## src/rtl/dice_tally.sv

```systemverilog
// dice_tally: captures the settled dice face on each button release and keeps
// roll statistics (per-face counts, roll count, running total, overflow flag).
// Optional feature macro: DICE_TALLY_STREAK_EN adds a saturating counter of
// consecutive identical accepted results; without it `streak` is tied to 0.
module dice_tally #(
   parameter int MIN_ROLL = 4
) (
   input  logic        clk,
   input  logic        rst,
   input  logic        button,
   input  logic [2:0]  throw,
   input  logic        clr,
   input  logic [2:0]  face_sel,
   output logic [2:0]  result,
   output logic        result_valid,
   output logic        reject,
   output logic [7:0]  roll_count,
   output logic [10:0] total,
   output logic [7:0]  face_count,
   output logic        overflow,
   output logic [3:0]  streak
);

   typedef enum logic {IDLE, ROLLING} state_t;

   localparam logic [7:0] MIN_HOLD = 8'(MIN_ROLL);

   state_t      state_q, state_d;
   logic [7:0]  hold_q, hold_d;
   logic [2:0]  result_q, result_d;
   logic        result_valid_q, result_valid_d;
   logic        reject_q, reject_d;
   logic [7:0]  roll_count_q, roll_count_d;
   logic [10:0] total_q, total_d;
   logic [7:0]  face_cnt_q [0:5];
   logic [7:0]  face_cnt_d [0:5];
   logic        overflow_q, overflow_d;
`ifdef DICE_TALLY_STREAK_EN
   logic [3:0]  streak_q, streak_d;
`endif

   // Next-state logic: hold counting, release evaluation, statistics and clear.
   always_comb begin
      state_d        = state_q;
      hold_d         = hold_q;
      result_d       = result_q;
      result_valid_d = 1'b0;
      reject_d       = 1'b0;
      roll_count_d   = roll_count_q;
      total_d        = total_q;
      face_cnt_d     = face_cnt_q;
      overflow_d     = overflow_q;
`ifdef DICE_TALLY_STREAK_EN
      streak_d       = streak_q;
`endif
      case (state_q)
         IDLE: begin
            if (button) begin
               state_d = ROLLING;
               hold_d  = 8'd1;
            end
         end
         ROLLING: begin
            if (button) begin
               if (hold_q != 8'hFF) hold_d = hold_q + 8'd1;
            end else begin
               state_d = IDLE;
               if (hold_q < MIN_HOLD || throw == 3'd0 || throw == 3'd7) begin
                  reject_d = 1'b1;
               end else begin
                  result_d       = throw;
                  result_valid_d = 1'b1;
                  if (roll_count_q != 8'hFF) begin
                     roll_count_d = roll_count_q + 8'd1;
                     total_d      = total_q + 11'(throw);
                     for (int i = 0; i < 6; i++) begin
                        if (throw == 3'(i + 1)) face_cnt_d[i] = face_cnt_q[i] + 8'd1;
                     end
                  end else begin
                     overflow_d = 1'b1;
                  end
`ifdef DICE_TALLY_STREAK_EN
                  // A zero streak marks the first roll since reset or clear.
                  if (streak_q == 4'd0 || throw != result_q) streak_d = 4'd1;
                  else if (streak_q != 4'hF)                 streak_d = streak_q + 4'd1;
`endif
               end
            end
         end
         default: state_d = IDLE;
      endcase
      if (clr) begin
         roll_count_d = 8'd0;
         total_d      = 11'd0;
         face_cnt_d   = '{default: 8'd0};
         overflow_d   = 1'b0;
`ifdef DICE_TALLY_STREAK_EN
         streak_d     = 4'd0;
`endif
      end
   end

   // State and output registers, cleared by the asynchronous active-low reset.
   always_ff @(posedge clk or negedge rst) begin
      if (!rst) begin
         state_q        <= IDLE;
         hold_q         <= 8'd0;
         result_q       <= 3'd0;
         result_valid_q <= 1'b0;
         reject_q       <= 1'b0;
         roll_count_q   <= 8'd0;
         total_q        <= 11'd0;
         face_cnt_q     <= '{default: 8'd0};
         overflow_q     <= 1'b0;
`ifdef DICE_TALLY_STREAK_EN
         streak_q       <= 4'd0;
`endif
      end else begin
         state_q        <= state_d;
         hold_q         <= hold_d;
         result_q       <= result_d;
         result_valid_q <= result_valid_d;
         reject_q       <= reject_d;
         roll_count_q   <= roll_count_d;
         total_q        <= total_d;
         face_cnt_q     <= face_cnt_d;
         overflow_q     <= overflow_d;
`ifdef DICE_TALLY_STREAK_EN
         streak_q       <= streak_d;
`endif
      end
   end

   // Combinational per-face read; selectors outside 1..6 read as zero.
   always_comb begin
      face_count = 8'd0;
      case (face_sel)
         3'd1:    face_count = face_cnt_q[0];
         3'd2:    face_count = face_cnt_q[1];
         3'd3:    face_count = face_cnt_q[2];
         3'd4:    face_count = face_cnt_q[3];
         3'd5:    face_count = face_cnt_q[4];
         3'd6:    face_count = face_cnt_q[5];
         default: face_count = 8'd0;
      endcase
   end

   assign result       = result_q;
   assign result_valid = result_valid_q;
   assign reject       = reject_q;
   assign roll_count   = roll_count_q;
   assign total        = total_q;
   assign overflow     = overflow_q;
`ifdef DICE_TALLY_STREAK_EN
   assign streak       = streak_q;
`else
   assign streak       = 4'd0;
`endif

endmodule
```

## config.mk

```make
export PLATFORM = sky130hd
export DESIGN_NAME = dice_tally
export DESIGN_NICKNAME = d
export VERILOG_FILES = /design/src/rtl/dice_tally.sv
export SDC_FILE = /design/constraint.sdc
export NUM_CORES = 1
export LEC_CHECK = 0
export CORE_ASPECT_RATIO = 0.7
export CORE_UTILIZATION = 55
export CTS_CLUSTER_DIAMETER = 60
export DETAILED_ROUTE_END_ITERATION = 7
export HOLD_SLACK_MARGIN = 0.05
export PLACE_DENSITY = 0.85
export SYNTH_ARGS = -nofsm -noshare
export SYNTH_HDL_FRONTEND = slang
export SYNTH_SLANG_ARGS = --single-unit
export TNS_END_PERCENT = 20
```

## constraint.sdc

```tcl
create_clock -name clk -period 6 [get_ports clk]
set_input_delay 1.2 -clock clk [delete_from_list [all_inputs] [get_ports clk]]
set_output_delay 1.2 -clock clk [all_outputs]
set_load 0.02 [all_outputs]
```

==> results of run 1 <==
## state kept, by name, summed over array words and instances (netlist names)
| register | count |
|---|---|
| face_cnt_q | 48 |
| hold_q | 8 |
| overflow | 1 |
| reject | 1 |
| result | 3 |
| result_valid | 1 |
| roll_count | 8 |
| state_q | 1 |
| total | 11 |
## routing by layer
metal	track usage	vias up	routed length (um)
met4	0.06974	0	116
li1	-	1991	-
met2	0.4372	153	5392
met1	0.3766	2068	5195
met3	0.06943	12	848
met5	0	-	0
## synth_stat cells (6+ instances only)
| master | number |
|---|---|
| a221oi_1 | 7 |
| nand4_1 | 10 |
| nor2b_1 | 9 |
| nand3_1 | 30 |
| a21oi_1 | 61 |
| mux2_2 | 14 |
| xnor2_1 | 18 |
| clkbuf_1 | 19 |
| or4_1 | 22 |
| inv_1 | 9 |
| o31ai_1 | 23 |
| ha_1 | 11 |
| nor4_1 | 12 |
| nor3_1 | 6 |
| o21ai_0 | 15 |
| nor2_1 | 53 |
| nand2_1 | 34 |
| dfrtp_1 | 82 |
| buf_2 | 7 |
| mux2i_1 | 12 |
| or3_1 | 11 |
## report_power, final
part / leakage [nW] / switching [mW] / internal (mW)
logic: 0.895 / 0.105 / 0.0610
clock network: 0.143 / 0.208 / 0.313
registers: 1.13 / 0.0134 / 0.571
## final cells by class
class / instances / share of cell area
Clock buffer: 14 / 0.04973
Clock inverter: 2 / 0.001817
Inverter: 9 / 0.006131
Multi-Input combinational cell: 403 / 0.4637
Sequential cell: 82 / 0.3724
Tap cell: 120 / 0.02725
Timing Repair Buffer: 45 / 0.07902
## logic make-up (layout without fill, tap and decap cells)
| kind of cell | count (synthesis) | in the layout | share of synthesized area |
|---|---|---|---|
| multiplexers | 26 | 26 | 0.05787 |
| AND/OR/NAND/NOR | 215 | 215 | 0.2419 |
| adder cells (fa/ha/maj) | 12 | 12 | 0.03285 |
| buffers and inverters | 44 | 70 | 0.04249 |
| XOR/XNOR | 20 | 20 | 0.03650 |
| AO/OA/AOI/OAI | 126 | 126 | 0.1601 |
| other | 1 | 4 | 0.0007813 |
| flip-flops | 82 | 82 | 0.4275 |
## stage by stage
stage / instances / cell area (um2) / setup WS (ns) / total power [mW]
after detailed placement: 659 / 5226 / 1.118 / 0.7606
after global placement: 659 / 5226 / 1.215 / 0.7534
after CTS: 675 / 5510 / 1.102 / 1.283
after floorplan: 529 / 4811 / 2.496 / 0.6952
after global routing: 675 / 5510 / 0.9372 / 1.327
final: 675 / 5510 / 1.073 / 1.272
## worst reg2reg max path: stages, from the launching register on
cell and delay (ns):
dfrtp_1 0.55, nor2b_1 0.39, o21ai_0 0.25, or3_1 0.74, nor4_1 0.48, mux2_2 0.37
## worst min-delay path by stage
stage,end,start,slack [ns],depth (start not counted)
after floorplan,hold_q[1]$_DFFE_PN0P_,hold_q[1]$_DFFE_PN0P_,0.46,2
after global placement,hold_q[1]$_DFFE_PN0P_,hold_q[1]$_DFFE_PN0P_,0.47,2
after detailed placement,hold_q[1]$_DFFE_PN0P_,hold_q[1]$_DFFE_PN0P_,0.49,2
after CTS,hold_q[1]$_DFFE_PN0P_,hold_q[1]$_DFFE_PN0P_,0.50,2
after global routing,result[1]$_DFFE_PN0P_,result[1]$_DFFE_PN0P_,0.54,1
final,hold_q[1]$_DFFE_PN0P_,hold_q[1]$_DFFE_PN0P_,0.49,2
==> out/metrics.yaml, run 1 <==
postLayoutCoreUtil: 0.6526
hpwl_um: 7831
cp_max_fo: 22
htree_levels: 3
grt_max_degree: 83
finalHoldWorstSlack_ns: 0.4920
dieArea_mm2: 0.009110
via_per_inst: 6.258
period_needed_ns: 4.927
syn_to_final_growth_pct: 14.81
critPathMaxStageDelay_ns: 1.13
finalSetupViolCount: 0
slew_headroom: 0.3250
startpoint: "face_sel[2]"
rsz0062_at_grt: "false"
synth_top_area_cell: "dfrtp_1"
ys_seq_elements: 82
drt_first_pass_iters: 5
routed_wl_um: 11550
setup.worst_path.end: "face_count[7]"
grt_pass1_wl_um: 19520
fp.dieW_um: 113.7
setup_tns_ns: 0
tightest_slew_ns: 1.012
cts_root_buffer: "clkbuf_16"
crit_family: "buffers and inverters"
synth.distinct_cells: 48
maxCapViolCount: 0
cts_resized: 0
grt_pass1_vias: 4015
hold_violations: 0
final_common_cell: "dfrtp_1"
grt_remaining_overflow: 0
worstSetupEndpointType: "primary output"
r2r-end: "face_cnt_q[39]$_DFFE_PN0P_"
ys_async_sr_fraction: 1.000
die_y_um: 80.16
powerDensity_mw_per_mm2: 230.9
ant_nets: 0
multiInputGateArea_mm2: 0.002555
cp_num_buf_inv: 2
cp_common_cell: "clkdlybuf4s50_1"
crit_type: "primary input to primary output"
required_ns: 4.80
vdd_drop_max_mv: 0.2592
cts_sinks: 82
grtUsageTotal: 0.2751
synth.top_cell.area_share: 0.4275
antenna_found_initial: 0
fin_nets: 572
portBuffers: 42
cts_inserted_buffers: 9
path_depth: 5
path_cells: "clkdlybuf4s50_1, mux2_2, a221oi_1, a21oi_1, clkdlybuf4s50_1"
cts_tree: "done"
n_antenna_cell: 0
final_cell_mix: "dfrtp_1 (82), a21oi_1 (61), nor2_1 (53)"
wire_per_inst_um: 17.12
fill_cells: 700
cts_setup_buffers: 0
place.gp.congestion: 0.8978
fin_crit_sh: 0.8212
ctsHoldBuffers: 0
outcome: "completed"
io_pins: 47
synth_area_mm2: 0.004800
core-area_mm2: 0.008443
maxSlewViolCount: 0
final.setup_skew_ns: 0.009663
cp-start-kind: "primary input"
drc_errors: 0
yosys_warnings: 0
clockBufferDepth: 2
clk_latency_ns: 0.34
ys_seq_area_frac: 0.4275
dr.first_iter.drc_count: 399
cp.arrival_ns: 3.73
worstRegToRegCells: 5
vias: 4224
final-seq-area_mm2: 0.002052
synth_area_leaders: "dfrtp_1 (43%), a21oi_1 (6.4%), nor2_1 (4.1%)"
clk_pin_slew_ns: 0.05
fp-row-count: 28
timing.fmax_ghz: 0.2029
synth_edf_count: 0
reg2reg_slack_ns: 3.09
hold_path.class: "flip-flop to flip-flop"
postSynthCellCount: 526
start_util: 0.5685
leakage_nw: 2.173
crit_slowest_cell: "clkdlybuf4s50_1"
ys.flop_type: "dfrtp_1"
r2r_start: "state_q$_DFF_PN0_"
layout-drive-gt1-share: 0.07568
syn_avg_cell_area_um2: 9.125
(Power assumes the default switching activity.)
==> run 2, diff against run 1 <==
- clock period: 6 -> 4.6 ns (I/O delays scaled with it)
==> out/metrics.yaml, run 2 (synthesis results as in run 1) <==
cp.arrival_ns: 3.29
antenna_found_initial: 0
cts_tree: "done"
dieArea_mm2: 0.009110
htree_levels: 3
cp-start-kind: "primary input"
grt_remaining_overflow: 0
final-seq-area_mm2: 0.002052
maxSlewViolCount: 0
clk_latency_ns: 0.35
drc_errors: 0
vias: 4386
crit_type: "primary input to primary output"
largest_register: "face_cnt_q"
clockBufferDepth: 2
routed_wl_um: 12070
crit_family: "buffers and inverters"
outcome: "completed"
cts_inserted_buffers: 9
drt_first_pass_iters: 5
leakage_nw: 2.214
path_cells: "clkdlybuf4s50_1, nor2b_1, a221oi_1, a21oi_1, clkdlybuf4s50_1"
grt_pass1_vias: 4198
largest_register_ff_count: 48
hold_path.class: "flip-flop to flip-flop"
dr.first_iter.drc_count: 554
hpwl_um: 8159
final.setup_skew_ns: 0.009510
timing.fmax_ghz: 0.2376
final_cell_mix: "dfrtp_1 (82), a21oi_1 (61), nor2_1 (53)"
syn_to_final_growth_pct: 16.53
required_ns: 3.68
fp.dieW_um: 113.7
setup_tns_ns: 0
maxCapViolCount: 0
vdd_drop_max_mv: 0.3446
fill_cells: 698
slew_headroom: 0.3049
tightest_slew_ns: 1.043
wire_per_inst_um: 17.74
final_common_cell: "dfrtp_1"
ctsHoldBuffers: 0
n_antenna_cell: 0
start_util: 0.5685
cts_root_buffer: "clkbuf_16"
cts_sinks: 82
cts_setup_buffers: 0
multiInputGateArea_mm2: 0.002555
fin_crit_sh: 0.9149
hold_violations: 0
crit_slowest_cell: "clkdlybuf4s50_1"
portBuffers: 42
rsz0062_at_grt: "false"
worstSetupEndpointType: "primary output"
critPathMaxStageDelay_ns: 0.95
fin_nets: 577
ant_nets: 0
fp-row-count: 28
finalSetupViolCount: 0
io_pins: 47
place_inst: 664
die_y_um: 80.16
cp_max_fo: 17
clk_pin_slew_ns: 0.06
core-area_mm2: 0.008443
period_needed_ns: 4.208
grt_max_degree: 83
grtUsageTotal: 0.2892
grt_pass1_wl_um: 20600
place.gp.congestion: 0.9549
via_per_inst: 6.450
powerDensity_mw_per_mm2: 317.5
layout-drive-gt1-share: 0.08750
cp_num_buf_inv: 2
layoutNonFillerInstCount: 680
cts_resized: 0
cp_common_cell: "clkdlybuf4s50_1"
==> run 2: cell types whose count changed in the layout (fill, tap and decap cells not counted), moves of 2 or more <==
cell	change
buf_4	+5
bufinv_16	+2
clkbuf_1	-2
clkbuf_8	-2
clkinv_4	+2
==> run 2: power breakdown <==
part | leakage [nW] | switching, mW | internal (mW) | total, mW
sequential | 1.13 | 0.0186 | 0.745 | 0.763
clock | 0.159 | 0.301 | 0.491 | 0.792
combinational | 0.920 | 0.138 | 0.0822 | 0.220
total | 2.21 | 0.458 | 1.32 | 1.78
==> run 2: final cells by class <==
class	count	share of cell area
Sequential cell	82	0.3669
Timing Repair Buffer	50	0.08456
Multi-Input combinational cell	403	0.4568
Clock buffer	10	0.04273
Clock inverter	6	0.01611
Inverter	9	0.006040
Tap cell	120	0.02685
==> run 2: path summary, 6_finish.rpt <==
kind	start	end	slack, ns	cells after the start
worst max-delay path	face_sel[2]	face_count[6]	0.39	5
worst min-delay path	hold_q[1]$_DFFE_PN0P_	hold_q[1]$_DFFE_PN0P_	0.51	2
worst max register to register	state_q$_DFF_PN0_	face_cnt_q[39]$_DFFE_PN0P_	1.69	5
worst min register to register	hold_q[1]$_DFFE_PN0P_	hold_q[1]$_DFFE_PN0P_	0.51	2
max in group asynchronous	rst	roll_count[4]$_DFFE_PN0P_	3.17	1
min in group asynchronous	rst	face_cnt_q[6]$_DFFE_PN0P_	0.76	1
==> run 2: stage by stage <==
stage | power (mW) | area (um2) | setup WS [ns] | util | hold WS (ns)
after floorplan | 0.9068 | 4811 | 1.656 | - | 0.4571
after global placement | 0.9858 | 5264 | 0.5616 | 0.6234 | 0.4725
after detailed placement | 0.9962 | 5264 | 0.4385 | 0.6234 | 0.4956
after CTS | 1.788 | 5593 | 0.4276 | 0.6624 | 0.5108
after global routing | 1.837 | 5593 | 0.1959 | 0.6624 | 0.5404
final | 1.776 | 5593 | 0.3916 | 0.6624 | 0.5101
==> run 2: worst reg2reg max path: cells and delay by family, from the launching register on <==
kind	cells	cell delay, ns
AND/OR/NAND/NOR	3	1.61
flip-flops	1	0.55
multiplexers	1	0.37
AO/OA/AOI/OAI	1	0.25
==> run 2: routing by layer <==
layer | track usage | up-vias | share of wire | wire length [um]
li1 | - | 1999 | - | -
met1 | 0.3944 | 2156 | 0.43 | 5223
met2 | 0.4530 | 209 | 0.47 | 5647
met3 | 0.07472 | 22 | 0.084 | 1016
met4 | 0.08816 | 0 | 0.015 | 180
met5 | 0 | - | 0 | 0
==> run 3, diff against run 2 <==
- CTS_CLUSTER_SIZE: not set -> 14
- PLACE_DENSITY: 0.85 -> 0.77
==> out/metrics.yaml, run 3 (synthesis results as in run 1) <==
p_total_mw: 1.721
clk_latency_ns: 0.34
place_inst: 665
clockBufferDepth: 2
rsz0062_at_grt: "false"
critPathMaxStageDelay_ns: 0.96
cp_max_fo: 16
worstRegToRegCells: 6
largest_register_ff_count: 48
slew_headroom: 0.2914
outcome: "completed"
final.setup_skew_ns: 0.006732
worstSetupEndpointType: "primary output"
final_common_cell: "dfrtp_1"
timing.fmax_ghz: 0.2381
core-area_mm2: 0.008443
postLayoutCoreUtil: 0.6605
period_needed_ns: 4.200
clk_pin_slew_ns: 0.06
layout-drive-gt1-share: 0.08571
cts_setup_buffers: 0
fp.dieW_um: 113.7
ant_nets: 0
hold_path.class: "flip-flop to flip-flop"
cts_sinks: 82
cts_root_buffer: "clkbuf_16"
grt_remaining_overflow: 0
grtUsageTotal: 0.2699
finalHoldWorstSlack_ns: 0.4997
place.gp.congestion: 0.8900
cts_tree: "done"
cts_inserted_buffers: 9
grt_pass1_vias: 3915
powerDensity_mw_per_mm2: 308.6
finalSetupViolCount: 0
syn_to_final_growth_pct: 16.19
io_pins: 47
routed_wl_um: 11500
dr.first_iter.drc_count: 303
cts_resized: 0
hold_violations: 0
cp.arrival_ns: 3.28
hpwl_um: 7925
drc_errors: 0
grt_pass1_wl_um: 18910
largest_register: "face_cnt_q"
crit_slowest_cell: "clkdlybuf4s50_1"
htree_levels: 3
vdd_drop_max_mv: 0.2715
holdPathStages: 2
cp-start-kind: "primary input"
grt_max_degree: 83
path_cells: "clkdlybuf4s50_1, buf_4, mux2i_1, nor2_1, a21oi_1, a21oi_1, clkdlybuf4s50_1"
fin_crit_sh: 0.9131
start_util: 0.5685
cp_num_buf_inv: 3
crit_type: "primary input to primary output"
reg2reg_slack_ns: 1.75
layoutNonFillerInstCount: 680
vias: 4248
path_depth: 7
die_y_um: 80.16
antenna_found_initial: 0
leakage_nw: 2.211
fp-row-count: 28
drt_first_pass_iters: 5
final_cell_mix: "dfrtp_1 (82), a21oi_1 (61), nor2_1 (53)"
portBuffers: 42
ctsHoldBuffers: 0
wire_per_inst_um: 16.92
required_ns: 3.68
crit_family: "buffers and inverters"
setup_tns_ns: 0
via_per_inst: 6.247
fin_nets: 578
maxCapViolCount: 0
n_antenna_cell: 0
maxSlewViolCount: 0
tightest_slew_ns: 1.063
dieArea_mm2: 0.009110
## run 3: changes by cell type in the layout (fill, tap and decap cells not counted)
cell	delta
buf_4	+1
bufinv_16	-1
clkbuf_1	+1
clkbuf_8	+2
clkinv_4	-2
clkinvlp_4	-1
## run 3: layer usage
layer  wire (um)  GRT usage  vias to the layer above
met4         150    0.08947                        0
met3         571    0.06868                       15
met2        5216     0.4268                      124
met1        5564     0.3628                     2104
met5           0          0                        -
li1            -          -                     2005
## run 3: path summary, 6_finish.rpt
| path | start | to |
|---|---|---|
| min reg2reg | hold_q[1]$_DFFE_PN0P_ | hold_q[1]$_DFFE_PN0P_ |
| max reg2reg | state_q$_DFF_PN0_ | roll_count[5]$_DFFE_PN0P_ |
| min in group asynchronous | rst | face_cnt_q[21]$_DFFE_PN0P_ |
| max | face_sel[2] | face_count[4] |
| min | hold_q[1]$_DFFE_PN0P_ | hold_q[1]$_DFFE_PN0P_ |
| max in group asynchronous | rst | roll_count[0]$_DFFE_PN0P_ |
## run 3: where the power goes
group          total (mW)  internal [mW]  leakage [nW]  switching, mW
Sequential          0.764          0.745          1.13         0.0183
Clock               0.739          0.461         0.152          0.278
Combinational       0.218         0.0824         0.924          0.136
## run 3: worst register-to-register path, stage by stage, from the launching register on
cell and delay [ns]:
dfrtp_1 0.55, nor2b_1 0.39, o21ai_0 0.26, or3_1 0.63
buf_4 0.31, or4_1 0.47, a21oi_1 0.15
## run 3: through the flow
step           cell area, um2  worst slack [ns]
2_1_floorplan            4811             1.656
3_3_place_gp             5271            0.5245
3_5_place_dp             5271            0.4572
4_1_cts                  5577            0.4494
5_1_grt                  5577            0.2856
6_report                 5577            0.3997
## run 3: layout make-up
cell class                      count  area, um2
Clock inverter                      2      35.03
Sequential cell                    82       2052
Tap cell                          120      150.1
Fill cell                         678       2867
Multi-Input combinational cell    403       2555
Timing Repair Buffer               51      480.5
Clock buffer                       13      270.3
Inverter                            9      33.78
